**config.mk**
```make
export PLATFORM = sky130hd
export DESIGN_NAME = mlp_stream_host
export DESIGN_NICKNAME = d
export VERILOG_FILES = /design/src/rtl/mlp_stream_host.sv
export SDC_FILE = /design/constraint.sdc
export NUM_CORES = 1
export LEC_CHECK = 0
export BUFFER_PORTS_ARGS = -buffer_cell sky130_fd_sc_hd__buf_4
export CORE_UTILIZATION = 29
export CTS_BUF_LIST = sky130_fd_sc_hd__clkbuf_2 sky130_fd_sc_hd__clkbuf_4 sky130_fd_sc_hd__clkbuf_8
export DETAILED_ROUTE_END_ITERATION = 7
export PLACE_DENSITY = 0.58
export SLEW_MARGIN = 15
export SYNTH_ARGS = -nofsm -noshare
export SYNTH_HDL_FRONTEND = slang
export SYNTH_SLANG_ARGS = --single-unit
export TNS_END_PERCENT = 100
```
**constraint.sdc**
```tcl
create_clock -name clk -period 2.01 [get_ports clk]
set_input_delay 0.201 -clock clk [delete_from_list [all_inputs] [get_ports clk]]
set_output_delay 0.201 -clock clk [all_outputs]
set_load 0.01 [all_outputs]
```
**src/rtl/mlp_stream_host.sv**
```systemverilog
// -----------------------------------------------------------------------------
// mlp_stream_host
//   Host-side sequencer for the mlp core. A single serial word stream is
//   unpacked into the core's weights1, weights2 and data_in arrays (row-major,
//   column index fastest). The core is then started with mlp_enable. On a fresh
//   rising edge of mlp_done the results are captured and streamed back out.
//   With keep_weights set at the end of a run, the next run reloads data_in only.
//
// Ports
//   clk, rst          clock (rising edge), synchronous active-high reset
//   keep_weights      sampled on the final result handshake; 1 = skip weight load
//   s_valid/s_ready   input word handshake, s_data = word
//   m_valid/m_ready   result word handshake, m_data = word, m_last = final word
//   busy              high while in START, WAIT_DONE or DRAIN
//   mlp_enable        start request to the core, held until done is captured
//   mlp_done          completion flag from the core
//   mlp_weights1      [INPUT_SIZE][HIDDEN_SIZE] words to the core
//   mlp_weights2      [HIDDEN_SIZE][OUTPUT_SIZE] words to the core
//   mlp_data_in       [COUNT][INPUT_SIZE] words to the core
//   mlp_data_out      [COUNT][OUTPUT_SIZE] words from the core
// -----------------------------------------------------------------------------
module mlp_stream_host #(
    parameter int INPUT_SIZE  = 4,
    parameter int HIDDEN_SIZE = 2,
    parameter int OUTPUT_SIZE = 1,
    parameter int COUNT       = 1,
    parameter int WORD_W      = 32
) (
    input  logic                                               clk,
    input  logic                                               rst,
    input  logic                                               keep_weights,
    input  logic                                               s_valid,
    output logic                                               s_ready,
    input  logic [WORD_W-1:0]                                  s_data,
    output logic                                               m_valid,
    input  logic                                               m_ready,
    output logic [WORD_W-1:0]                                  m_data,
    output logic                                               m_last,
    output logic                                               busy,
    output logic                                               mlp_enable,
    input  logic                                               mlp_done,
    output logic [INPUT_SIZE-1:0][HIDDEN_SIZE-1:0][WORD_W-1:0] mlp_weights1,
    output logic [HIDDEN_SIZE-1:0][OUTPUT_SIZE-1:0][WORD_W-1:0] mlp_weights2,
    output logic [COUNT-1:0][INPUT_SIZE-1:0][WORD_W-1:0]       mlp_data_in,
    input  logic [COUNT-1:0][OUTPUT_SIZE-1:0][WORD_W-1:0]      mlp_data_out
);

    typedef enum logic [2:0] {
        LOAD_W1, LOAD_W2, LOAD_X, START, WAIT_DONE, DRAIN
    } state_t;

    // One row/column counter pair is shared by every phase, so it is sized
    // for the largest array dimension.
    localparam int MAX_A   = (INPUT_SIZE > HIDDEN_SIZE) ? INPUT_SIZE : HIDDEN_SIZE;
    localparam int MAX_B   = (COUNT > OUTPUT_SIZE) ? COUNT : OUTPUT_SIZE;
    localparam int MAX_DIM = (MAX_A > MAX_B) ? MAX_A : MAX_B;
    localparam int CNT_W   = $clog2(MAX_DIM + 1);

    localparam logic [CNT_W-1:0] IN_LIM  = CNT_W'(INPUT_SIZE - 1);
    localparam logic [CNT_W-1:0] HID_LIM = CNT_W'(HIDDEN_SIZE - 1);
    localparam logic [CNT_W-1:0] OUT_LIM = CNT_W'(OUTPUT_SIZE - 1);
    localparam logic [CNT_W-1:0] CNT_LIM = CNT_W'(COUNT - 1);

    state_t                                              state_q, state_d;
    logic [CNT_W-1:0]                                    row_q, row_d, col_q, col_d;
    logic [INPUT_SIZE-1:0][HIDDEN_SIZE-1:0][WORD_W-1:0]  w1_q, w1_d;
    logic [HIDDEN_SIZE-1:0][OUTPUT_SIZE-1:0][WORD_W-1:0] w2_q, w2_d;
    logic [COUNT-1:0][INPUT_SIZE-1:0][WORD_W-1:0]        x_q, x_d;
    logic [COUNT-1:0][OUTPUT_SIZE-1:0][WORD_W-1:0]       result_q, result_d;
    logic                                                done_q;
    logic                                                enable_q, enable_d;
    logic                                                s_ready_q, s_ready_d;
    logic                                                m_valid_q, m_valid_d;
    logic [WORD_W-1:0]                                   m_data_q, m_data_d;
    logic                                                m_last_q, m_last_d;
    logic                                                busy_q, busy_d;

    logic                                                s_hs, m_hs, step, last_elem;
    logic [CNT_W-1:0]                                    row_lim, col_lim;

    always_comb begin
        // NOTE: every variable written here gets a default first, so no path
        // through the block leaves it unassigned and no latch is inferred.
        state_d  = state_q;
        row_d    = row_q;
        col_d    = col_q;
        w1_d     = w1_q;
        w2_d     = w2_q;
        x_d      = x_q;
        result_d = result_q;
        enable_d = enable_q;
        row_lim  = '0;
        col_lim  = '0;

        case (state_q)
            LOAD_W1: begin row_lim = IN_LIM;  col_lim = HID_LIM; end
            LOAD_W2: begin row_lim = HID_LIM; col_lim = OUT_LIM; end
            LOAD_X:  begin row_lim = CNT_LIM; col_lim = IN_LIM;  end
            DRAIN:   begin row_lim = CNT_LIM; col_lim = OUT_LIM; end
            default: ;
        endcase

        // s_ready_q is only ever set while in a LOAD_* state.
        s_hs      = s_valid && s_ready_q;
        m_hs      = m_valid_q && m_ready;
        step      = s_hs || ((state_q == DRAIN) && m_hs);
        last_elem = (row_q == row_lim) && (col_q == col_lim);

        // Wraps to 0,0 after the last element, ready for the next phase.
        if (step) begin
            if (col_q == col_lim) begin
                col_d = '0;
                row_d = (row_q == row_lim) ? '0 : row_q + CNT_W'(1);
            end else begin
                col_d = col_q + CNT_W'(1);
            end
        end

        for (int r = 0; r < INPUT_SIZE; r++)
            for (int c = 0; c < HIDDEN_SIZE; c++)
                if (s_hs && state_q == LOAD_W1 && row_q == CNT_W'(r) && col_q == CNT_W'(c))
                    w1_d[r][c] = s_data;
        for (int r = 0; r < HIDDEN_SIZE; r++)
            for (int c = 0; c < OUTPUT_SIZE; c++)
                if (s_hs && state_q == LOAD_W2 && row_q == CNT_W'(r) && col_q == CNT_W'(c))
                    w2_d[r][c] = s_data;
        for (int r = 0; r < COUNT; r++)
            for (int c = 0; c < INPUT_SIZE; c++)
                if (s_hs && state_q == LOAD_X && row_q == CNT_W'(r) && col_q == CNT_W'(c))
                    x_d[r][c] = s_data;

        case (state_q)
            LOAD_W1: if (s_hs && last_elem) state_d = LOAD_W2;
            LOAD_W2: if (s_hs && last_elem) state_d = LOAD_X;
            LOAD_X:  if (s_hs && last_elem) state_d = START;
            START: begin
                state_d  = WAIT_DONE;
                enable_d = 1'b1;
            end
            WAIT_DONE: begin
                // Only a fresh 0->1 edge counts; a level already high on entry
                // leaves done_q high and is ignored.
                if (mlp_done && !done_q) begin
                    result_d = mlp_data_out;
                    enable_d = 1'b0;
                    state_d  = DRAIN;
                end
            end
            DRAIN: if (m_hs && last_elem) state_d = keep_weights ? LOAD_X : LOAD_W1;
            default: state_d = LOAD_W1;
        endcase

        // Handshake-facing outputs are registered from the next state.
        s_ready_d = (state_d == LOAD_W1) || (state_d == LOAD_W2) || (state_d == LOAD_X);
        busy_d    = (state_d == START) || (state_d == WAIT_DONE) || (state_d == DRAIN);
        m_valid_d = (state_d == DRAIN);
        m_last_d  = m_valid_d && (row_d == CNT_LIM) && (col_d == OUT_LIM);
        // result_d already holds mlp_data_out on the capture edge, so the first
        // word is presented in the same cycle m_valid rises.
        m_data_d  = '0;
        for (int n = 0; n < COUNT; n++)
            for (int o = 0; o < OUTPUT_SIZE; o++)
                if (m_valid_d && row_d == CNT_W'(n) && col_d == CNT_W'(o))
                    m_data_d = result_d[n][o];
    end

    // NOTE: state registers use non-blocking assignments so every flop samples
    // the pre-edge values regardless of statement order.
    always_ff @(posedge clk) begin
        if (rst) begin
            // NOTE: the weight/data arrays are plain flops driving the core and
            // must read back as zero after reset, so they are reset too.
            state_q   <= LOAD_W1;
            row_q     <= '0;
            col_q     <= '0;
            w1_q      <= '0;
            w2_q      <= '0;
            x_q       <= '0;
            result_q  <= '0;
            done_q    <= 1'b0;
            enable_q  <= 1'b0;
            s_ready_q <= 1'b0;
            m_valid_q <= 1'b0;
            m_data_q  <= '0;
            m_last_q  <= 1'b0;
            busy_q    <= 1'b0;
        end else begin
            state_q   <= state_d;
            row_q     <= row_d;
            col_q     <= col_d;
            w1_q      <= w1_d;
            w2_q      <= w2_d;
            x_q       <= x_d;
            result_q  <= result_d;
            done_q    <= mlp_done;
            enable_q  <= enable_d;
            s_ready_q <= s_ready_d;
            m_valid_q <= m_valid_d;
            m_data_q  <= m_data_d;
            m_last_q  <= m_last_d;
            busy_q    <= busy_d;
        end
    end

    assign s_ready      = s_ready_q;
    assign m_valid      = m_valid_q;
    assign m_data       = m_data_q;
    assign m_last       = m_last_q;
    assign busy         = busy_q;
    assign mlp_enable   = enable_q;
    assign mlp_weights1 = w1_q;
    assign mlp_weights2 = w2_q;
    assign mlp_data_in  = x_q;

endmodule

```
==> results.txt, run 1 <==
The flow ran to the end, but the final reports show violations. The final reports fail on setup timing. The ratio of cells with drive above 1 in the final layout works out to 0.3072. The main combinational cell family by area after synthesis is simple AND/OR/NAND/NOR gates. STA puts the critical path data arrival time at 2690 ps.

For the pin with the worst max-slew slack, the measured transition is 540.7 ps. The die area is 65,300 µm², and the filler-free cell count of the finished design is 3,845. The library cell used most frequently in the layout, excluding fill and tap cells, is sky130_fd_sc_hd__nand2_1.

The number of antenna violations at the first check in global routing is 2, and the flip-flop and latch count after synthesis is 527. The global routing usage on met2 is 0.3784, and the worst hold slack is 145.4 ps. The tree is rooted in a sky130_fd_sc_hd__clkbuf_8. From left edge to right edge, the die measures 255.5 µm. Setup repair after global routing could not meet its margin everywhere.

The net count of the finished layout is 3,010. The worst register-to-register path begins at state_q[2]. The H-tree was split into 3 levels.

TritonCTS built the clock tree. The logs give 0.2232 for the total global-route track usage and 10,560 µm² for the sequential cell area in the final layout. The run gives 0 as the residual DRC count. For this run, the leading register cell type out of synthesis is sky130_fd_sc_hd__dfxtp_1. Clock-pin slew was measured on the worst setup and hold paths at 60 ps.

Tracing the worst setup path back leads to its startpoint at state_q[2]. The average routed wire per standard cell is 20.41 µm, and the synthesis-to-layout area growth is 47.98%. The pin count of the biggest net entering global routing is 115, and the multiplexer fraction of the synthesized cell area is 0.01772.

The share of the synthesized area in compound gates (AO/OA/AOI/OAI) came out at 0.1307. The clock buffer count from CTS is 89. The final route contains 17,950 vias. The final layout contains routed wiring with a total length of 78,460 µm. The region available for standard cell placement spans 63,310 µm². The post-route total power is 21,920 µW.

The tools report the end of the worst register-to-register path as s_ready. The floorplan has 92 rows. Maximum buffer depth of the clock tree: 3. Using the TritonRoute via totals, the vias-per-cell ratio works out to 4.668.

sky130_fd_sc_hd__dfxtp_1 takes more of the synthesized area than any other cell. The areal power density over the cells was 794.8 nW/µm². The met1 track utilization from global routing is 0.2746, and the number of instances in the synthesized netlist is 2,298.

The time the final worst path needs with I/O delays and setup is 2134 ps, and the die outline height is 255.5 µm. Counting every net in the synthesized netlist gives 2,378. The number of different library cells used by synthesis comes to 50. Global route total overflow: 0. The cell area after placement was 24,380 µm²; the count of flip-flops with a built-in enable after synthesis was 0.

The final number of setup-violating endpoints came out at 35. The remaining max-slew budget at the tightest pin came out at 0.6396. The logs give 0 for the number of pins with negative max-slew slack in the final report and -124.3 ps for the least setup slack across all paths after layout. Counting every sink on the clock net gives 527. For the final number of hold-violating endpoints, the log shows 0. The category of the worst setup path launch point is a flop. The logs give 16,690 for the via count of the first global-routing pass and 0 for the remaining antenna violation count. The final clock period utilization by the worst path was 1.062. Adder-cell share of the synthesized area: 0.006712.

After synthesis, the cell types taking the most area are sky130_fd_sc_hd__dfxtp_1, sky130_fd_sc_hd__nand2_1, sky130_fd_sc_hd__a21oi_1. The slowest stage cell on the critical path is sky130_fd_sc_hd__dfxtp_4. The multi-input combinational cells in the finished layout cover a total of 7619 µm². The number of maximum-capacitance violations was 0. In this run the worst hold path is classified as in2reg.

The top-area cell type share of the netlist area works out to 0.5659. Share of flip-flops with an asynchronous set or reset after synthesis: 0. The tools report the top-level port count as 555.

Number of I/O port buffers: 554. The share of the yosys chip area belonging to registers was 0.5659; the worst setup slack for register-to-register paths was -120 ps. The number of synthesis warnings was 0; the count of cells along the worst register-to-register path was 7. The run gives 0.0004515 V as the worst vdd rail ir drop. The logs give 6,398 for the filler cell count in the final layout and 0.2944 for the initial core utilization. The detailed router finished its first iteration with 1,340 violations. Routability-driven placement finished with a final weighted congestion of 0.8404. The signal on the critical path passes through nand4bb_1 > a211oi_2 > nor2_1 > buf_4 > or3_4 > a31o_2 > and3b_1. A synthesized cell averages 8.112 µm². Counting tap cells, the placed design contains a total of 3,601 instances. Once layout is done, the placed cells without fillers occupy 27,590 µm².

The tools report the leakage power figure as 0.01066 µW. The synthesized netlist occupies a cell area of 18,640 µm². Leaving out fill and tap cells, the most frequent cells in the layout are sky130_fd_sc_hd__nand2_1, sky130_fd_sc_hd__buf_4, sky130_fd_sc_hd__dfxtp_1. The type of element capturing the critical path is a flop. Simple logic cell fraction of the synthesized area: 0.2342. The worst-case clock skew was 28.74 ps. After legalization and detailed placement, the total HPWL measured 48,850 µm. On the worst path, the slowest cell contributes a delay of 390 ps.

met2 is the most crowded layer. The first detailed-routing pass took 5 iterations. For the global-route wire length before repair, the log shows 110,400 µm. The run gives 0.04852 as the global routing usage on met3. The run gives 2560 ps as the critical path data required time.

The latest clock arrival within the worst-skew pair is 690 ps. The fraction of synthesized cell area in xor and xnor cells was 0. The biggest fanout along the worst timing path is 8. In this run the worst setup path terminates at s_ready. The tools report the highest clock rate as 0.4685 GHz.

The critical path in this run is classified as reg2reg.
registers in the layout (all words and copies together) (netlist names), 3 cells and up:
signal and cells:
mlp_weights1 256, mlp_data_in 128, mlp_weights2 64, m_data 32, result_q 32, col_q 3, row_q 3, state_q 3
worst max-delay path, delay by kind of cell (launching register included):
kind | cells | cell delay (ps)
simple gates | 4 | 920
compound gates | 2 | 540
buf+inv | 1 | 180
flops | 1 | 390
metrics by stage:
stage	util	setup TNS, ps	worst slack [ps]
after CTS	0.4279	-1517	-77.10
after floorplan	-	-1163	-40.56
after global placement	0.3850	-8646	-235.2
after detailed placement	0.3850	-8304	-267.9
after global routing	0.4357	-7455	-240.2
final	0.4357	-3208	-124.3
cells in the mapped netlist (2+ instances only):
cell type and number:
sky130_fd_sc_hd__a21oi_1 454, sky130_fd_sc_hd__and2_1 7, sky130_fd_sc_hd__buf_1 2, sky130_fd_sc_hd__buf_2 14, sky130_fd_sc_hd__buf_6 6, sky130_fd_sc_hd__clkbuf_1 174, sky130_fd_sc_hd__dfxtp_1 527, sky130_fd_sc_hd__ha_1 10
sky130_fd_sc_hd__inv_1 7, sky130_fd_sc_hd__mux2i_1 33, sky130_fd_sc_hd__nand2_1 922, sky130_fd_sc_hd__nand3_1 3, sky130_fd_sc_hd__nand4_1 4, sky130_fd_sc_hd__nor2_1 53, sky130_fd_sc_hd__nor2b_1 7, sky130_fd_sc_hd__nor3_1 7
sky130_fd_sc_hd__nor4_1 3, sky130_fd_sc_hd__nor4_2 29, sky130_fd_sc_hd__o21ai_0 2, sky130_fd_sc_hd__o31ai_1 2, sky130_fd_sc_hd__or3_1 3
worst min path at each step:
stage               cells after the start  endpoint  slack, ps  startpoint
floorplan                               1    done_q        330    mlp_done
global placement                        2    done_q        430    mlp_done
detailed placement                      2    done_q        430    mlp_done
CTS                                     6  col_q[0]         80     s_valid
global route                            6  col_q[0]        120     s_valid
finish                                  6  col_q[0]        150     s_valid
repair_timing:
item                       in CTS  in global routing
buffers inserted                1                  3
resized for setup              26                 49
setup endpoints to repair     130                210
gates cloned                    2                 11
pin swaps                       1                 11
hold buffers                   67                  0
hold endpoints to repair      514                  0
layer usage:
| metal | vias up | routed length, µm |
|---|---|---|
| met1 | 8465 | 32790 |
| met2 | 651 | 37990 |
| li1 | 8705 | - |
| met3 | 127 | 5147 |
| met4 | 0 | 2527 |
| met5 | - | 0 |
report_power, final:
part / leakage, µW / internal [µW] / switching (µW) / total (µW)
logic: 0.00540 / 412 / 788 / 1200
registers: 0.00425 / 10500 / 33.1 / 10500
clock network: 0.00102 / 5640 / 4550 / 10200
total: 0.0107 / 16500 / 5370 / 21900
cell type report:
cell class	instances	area share
well taps	846	0.03837
clock buffers	143	0.06454
flip-flops and latches	527	0.3830
diodes	1	0.00009072
clock inverters	16	0.004173
multi-input cells	1568	0.2762
repair buffers	737	0.2327
inverters	7	0.0009525
cells by family after synthesis:
logic type	count (synthesis)
buffers and inverters	204
DFF	527
and+or+nand+nor	1051
AOI/OAI and AO/OA	473
muxes	33
adders and majority gates	10
No activity file was read; power rests on OpenSTA's default activity.
==> run 2, diff against run 1 <==
--- a/config.mk
+++ b/config.mk
@@ -9,7 +9,7 @@
 export CORE_UTILIZATION = 29
 export CTS_BUF_LIST = sky130_fd_sc_hd__clkbuf_2 sky130_fd_sc_hd__clkbuf_4 sky130_fd_sc_hd__clkbuf_8
 export DETAILED_ROUTE_END_ITERATION = 7
-export PLACE_DENSITY = 0.58
+export PLACE_DENSITY = 0.56
 export SLEW_MARGIN = 15
 export SYNTH_ARGS = -nofsm -noshare
 export SYNTH_HDL_FRONTEND = slang
==> constraint.sdc (replaced) <==
create_clock -name clk -period 2.7 [get_ports clk]
set_input_delay 0.27 -clock clk [delete_from_list [all_inputs] [get_ports clk]]
set_output_delay 0.27 -clock clk [all_outputs]
set_load 0.01 [all_outputs]
==> results.txt, run 2 (synthesis results as in run 1) <==
The die outline height is 255.5 µm (unchanged), and the final number of hold-violating endpoints is 0 (unchanged). The number of I/O port buffers came out at 554 (unchanged). The clock transition at the register clock pins on the worst setup and hold paths after CTS works out to 60 ps (about the same).

The number of maximum-capacitance violations was 0 (unchanged). The critical path data required time is 3280 ps (was 2560 ps). The final number of setup-violating endpoints was 0 (was 35). Classification of the worst setup path: reg2reg (unchanged). The final design area excluding fillers is 26,330 µm² (was 27,590 µm²), and the worst-case clock skew is 31.27 ps (was 28.74 ps). The tools report the number of iterations in the first detailed-routing pass as 6 (was 5). Average routed wire per standard cell: 19.09 µm (was 20.41 µm). The total global-route track usage came out at 0.2120 (was 0.2232).

Worst setup path startpoint: state_q[1] (was state_q[2]). TritonCTS built the clock tree. The run gives 555 (unchanged) as the top-level port count. The H-tree depth is 3 (unchanged). The run gives 3070 ps (was 2690 ps) as the worst path arrival time. The tools report the remaining antenna violation count as 0 (unchanged).

Setup repair after global routing left no endpoint under its margin. The run gives 16,880 (was 16,690) as the via count of the first global-routing pass. The residual DRC count was 0 (unchanged); the flip-flop count of the largest register, all copies and words added was 256 (unchanged). The maximum buffer depth of the clock tree came out at 3 (unchanged). The most common cell after layout, fill and taps aside is sky130_fd_sc_hd__nand2_1 (unchanged). The cell area after placement is 23,670 µm² (was 24,380 µm²).

The global-route wire length before repair was 106,400 µm (was 110,400 µm); the global route total overflow was 0 (unchanged). The logs give 63,310 µm² (unchanged) for the placeable core area and 0.5407 (was 0.6396) for the remaining max-slew budget at the tightest pin. The category of the worst setup path launch point was a flop (unchanged). The tools report the initial core utilization as 0.2944 (unchanged). The run gives 3,555 (was 3,601) as the placed instance count. The tools report the estimated wirelength of the detail-placed design as 48,970 µm (was 48,850 µm). The clock root buffer is sky130_fd_sc_hd__clkbuf_8 (unchanged). The run gives 0.4014 GHz (was 0.4685 GHz) as the highest clock rate. The setup fix buffers added after clock tree synthesis is 0 (was 1), and the routed via count is 17,780 (was 17,950).

The run finished with clean final reports. Ratio of cells with drive above 1 in the final layout: 0.2789 (was 0.3072). The tools report the launch point of the worst hold path as rst (was s_valid). The synthesis-to-layout area growth is 41.22% (was 47.98%).

Type of element capturing the critical path: a flop (unchanged). The die area is 65,300 µm² (unchanged), and the average via count per standard cell is 4.699 (was 4.668). The tools report the post-route total power as 16,420 µW (was 21,920 µW). The areal power density over the cells was 623.6 nW/µm² (was 794.8 nW/µm²); the pin count of the biggest net entering global routing was 84 (was 115). The worst vdd rail ir drop was 0.0004306 V (was 0.0004515 V); the latest clock arrival within the worst-skew pair was 680 ps (was 690 ps). Launch point of the worst reg-to-reg path: state_q[1] (was state_q[2]).

The width of the chip came out at 255.5 µm (unchanged). The pin slew with the least headroom to its limit is 688.9 ps (was 540.7 ps), and the post-cts sizing count is 0 (was 26). The logs give 72,250 µm (was 78,460 µm) for the wire length after detailed routing and 3,784 (was 3,845) for the filler-free cell count of the finished design. For the setup TNS, the log shows 0 ps (was -3208 ps). The number of rows created at floorplan was 92 (unchanged); the final clock period utilization by the worst path was 0.9226 (was 1.062). For the routability-driven placement congestion ratio, the log shows 0.8507 (was 0.8404). The number of nets in the finished design is 2,948 (was 3,010). The leakage power figure is 0.01016 µW (was 0.01066 µW). The clock buffer count from CTS is 91 (was 89).

The worst min-delay path category is in2reg (unchanged). The tools report the clock sink count as 527 (unchanged). The tools report the number of antenna violations at the first check in global routing as 2 (unchanged). The biggest fanout along the worst timing path is 12 (was 8), and the least setup slack across all paths after layout is 208.9 ps (was -124.3 ps). The number of pins with negative max-slew slack in the final report was 0 (unchanged); the time the final worst path needs with I/O delays and setup was 2491 ps (was 2134 ps). For the worst slack after detailed placement, the log shows 231.7 ps (was -267.9 ps). Commonest cells after routing, fill and taps aside: sky130_fd_sc_hd__nand2_1, sky130_fd_sc_hd__buf_4, sky130_fd_sc_hd__dfxtp_1 (unchanged). Violation count after the first detailed-route iteration: 1,154 (was 1,340).
==> run 2: cell type report <==
cell class | instances | area (µm²)
antenna | 1 | 2.502
timing repair buffer | 674 | 5383
inverter | 7 | 26.28
clock buffer | 145 | 1802
tap | 846 | 1059
fill | 6344 | 36980
multi-input combinational | 1567 | 7312
sequential | 527 | 10550
clock inverter | 17 | 192.7
==> run 2: power by group <==
part	internal (µW)	total (µW)	switching (µW)
Clock	4460	7800	3350
Sequential	7820	7850	25.6
Combinational	252	766	514
Total	12500	16400	3890
==> run 2: routing by layer <==
metal,wire [µm],track usage
met3,4802,0.05169
met2,35920,0.3693
met4,2177,0.07851
met5,0,0
met1,29350,0.2512
==> run 2: through the flow <==
step           utilization  hold slack (ps)
2_1_floorplan            -            398.2
3_3_place_gp        0.3739            443.4
6_report            0.4158            91.96
4_1_cts             0.4158            7.565
3_5_place_dp        0.3739            447.2
5_1_grt             0.4158            38.34
==> run 2: path summary, 6_finish.rpt <==
path	to	slack (ps)	cells after the start
hold / removal	mlp_weights2[33]	90	2
setup reg to reg	m_data[24]	210	7
setup / recovery	m_data[24]	210	7
hold reg to reg	mlp_weights2[43]	450	2
==> run 2: critical path, cell delays in order (launching register included) <==
cell and delay (ps):
sky130_fd_sc_hd__dfxtp_1 510, sky130_fd_sc_hd__nand2b_4 240, sky130_fd_sc_hd__o21a_1 370, sky130_fd_sc_hd__and2b_1 230
sky130_fd_sc_hd__a22o_1 220, sky130_fd_sc_hd__a311o_4 410, sky130_fd_sc_hd__buf_12 180, sky130_fd_sc_hd__nor4_1 250
==> run 2: repair_timing <==
action	CTS	global route
hold buffers	66	0
endpoints found under the setup margin	0	0
endpoints found under the hold margin	497	0
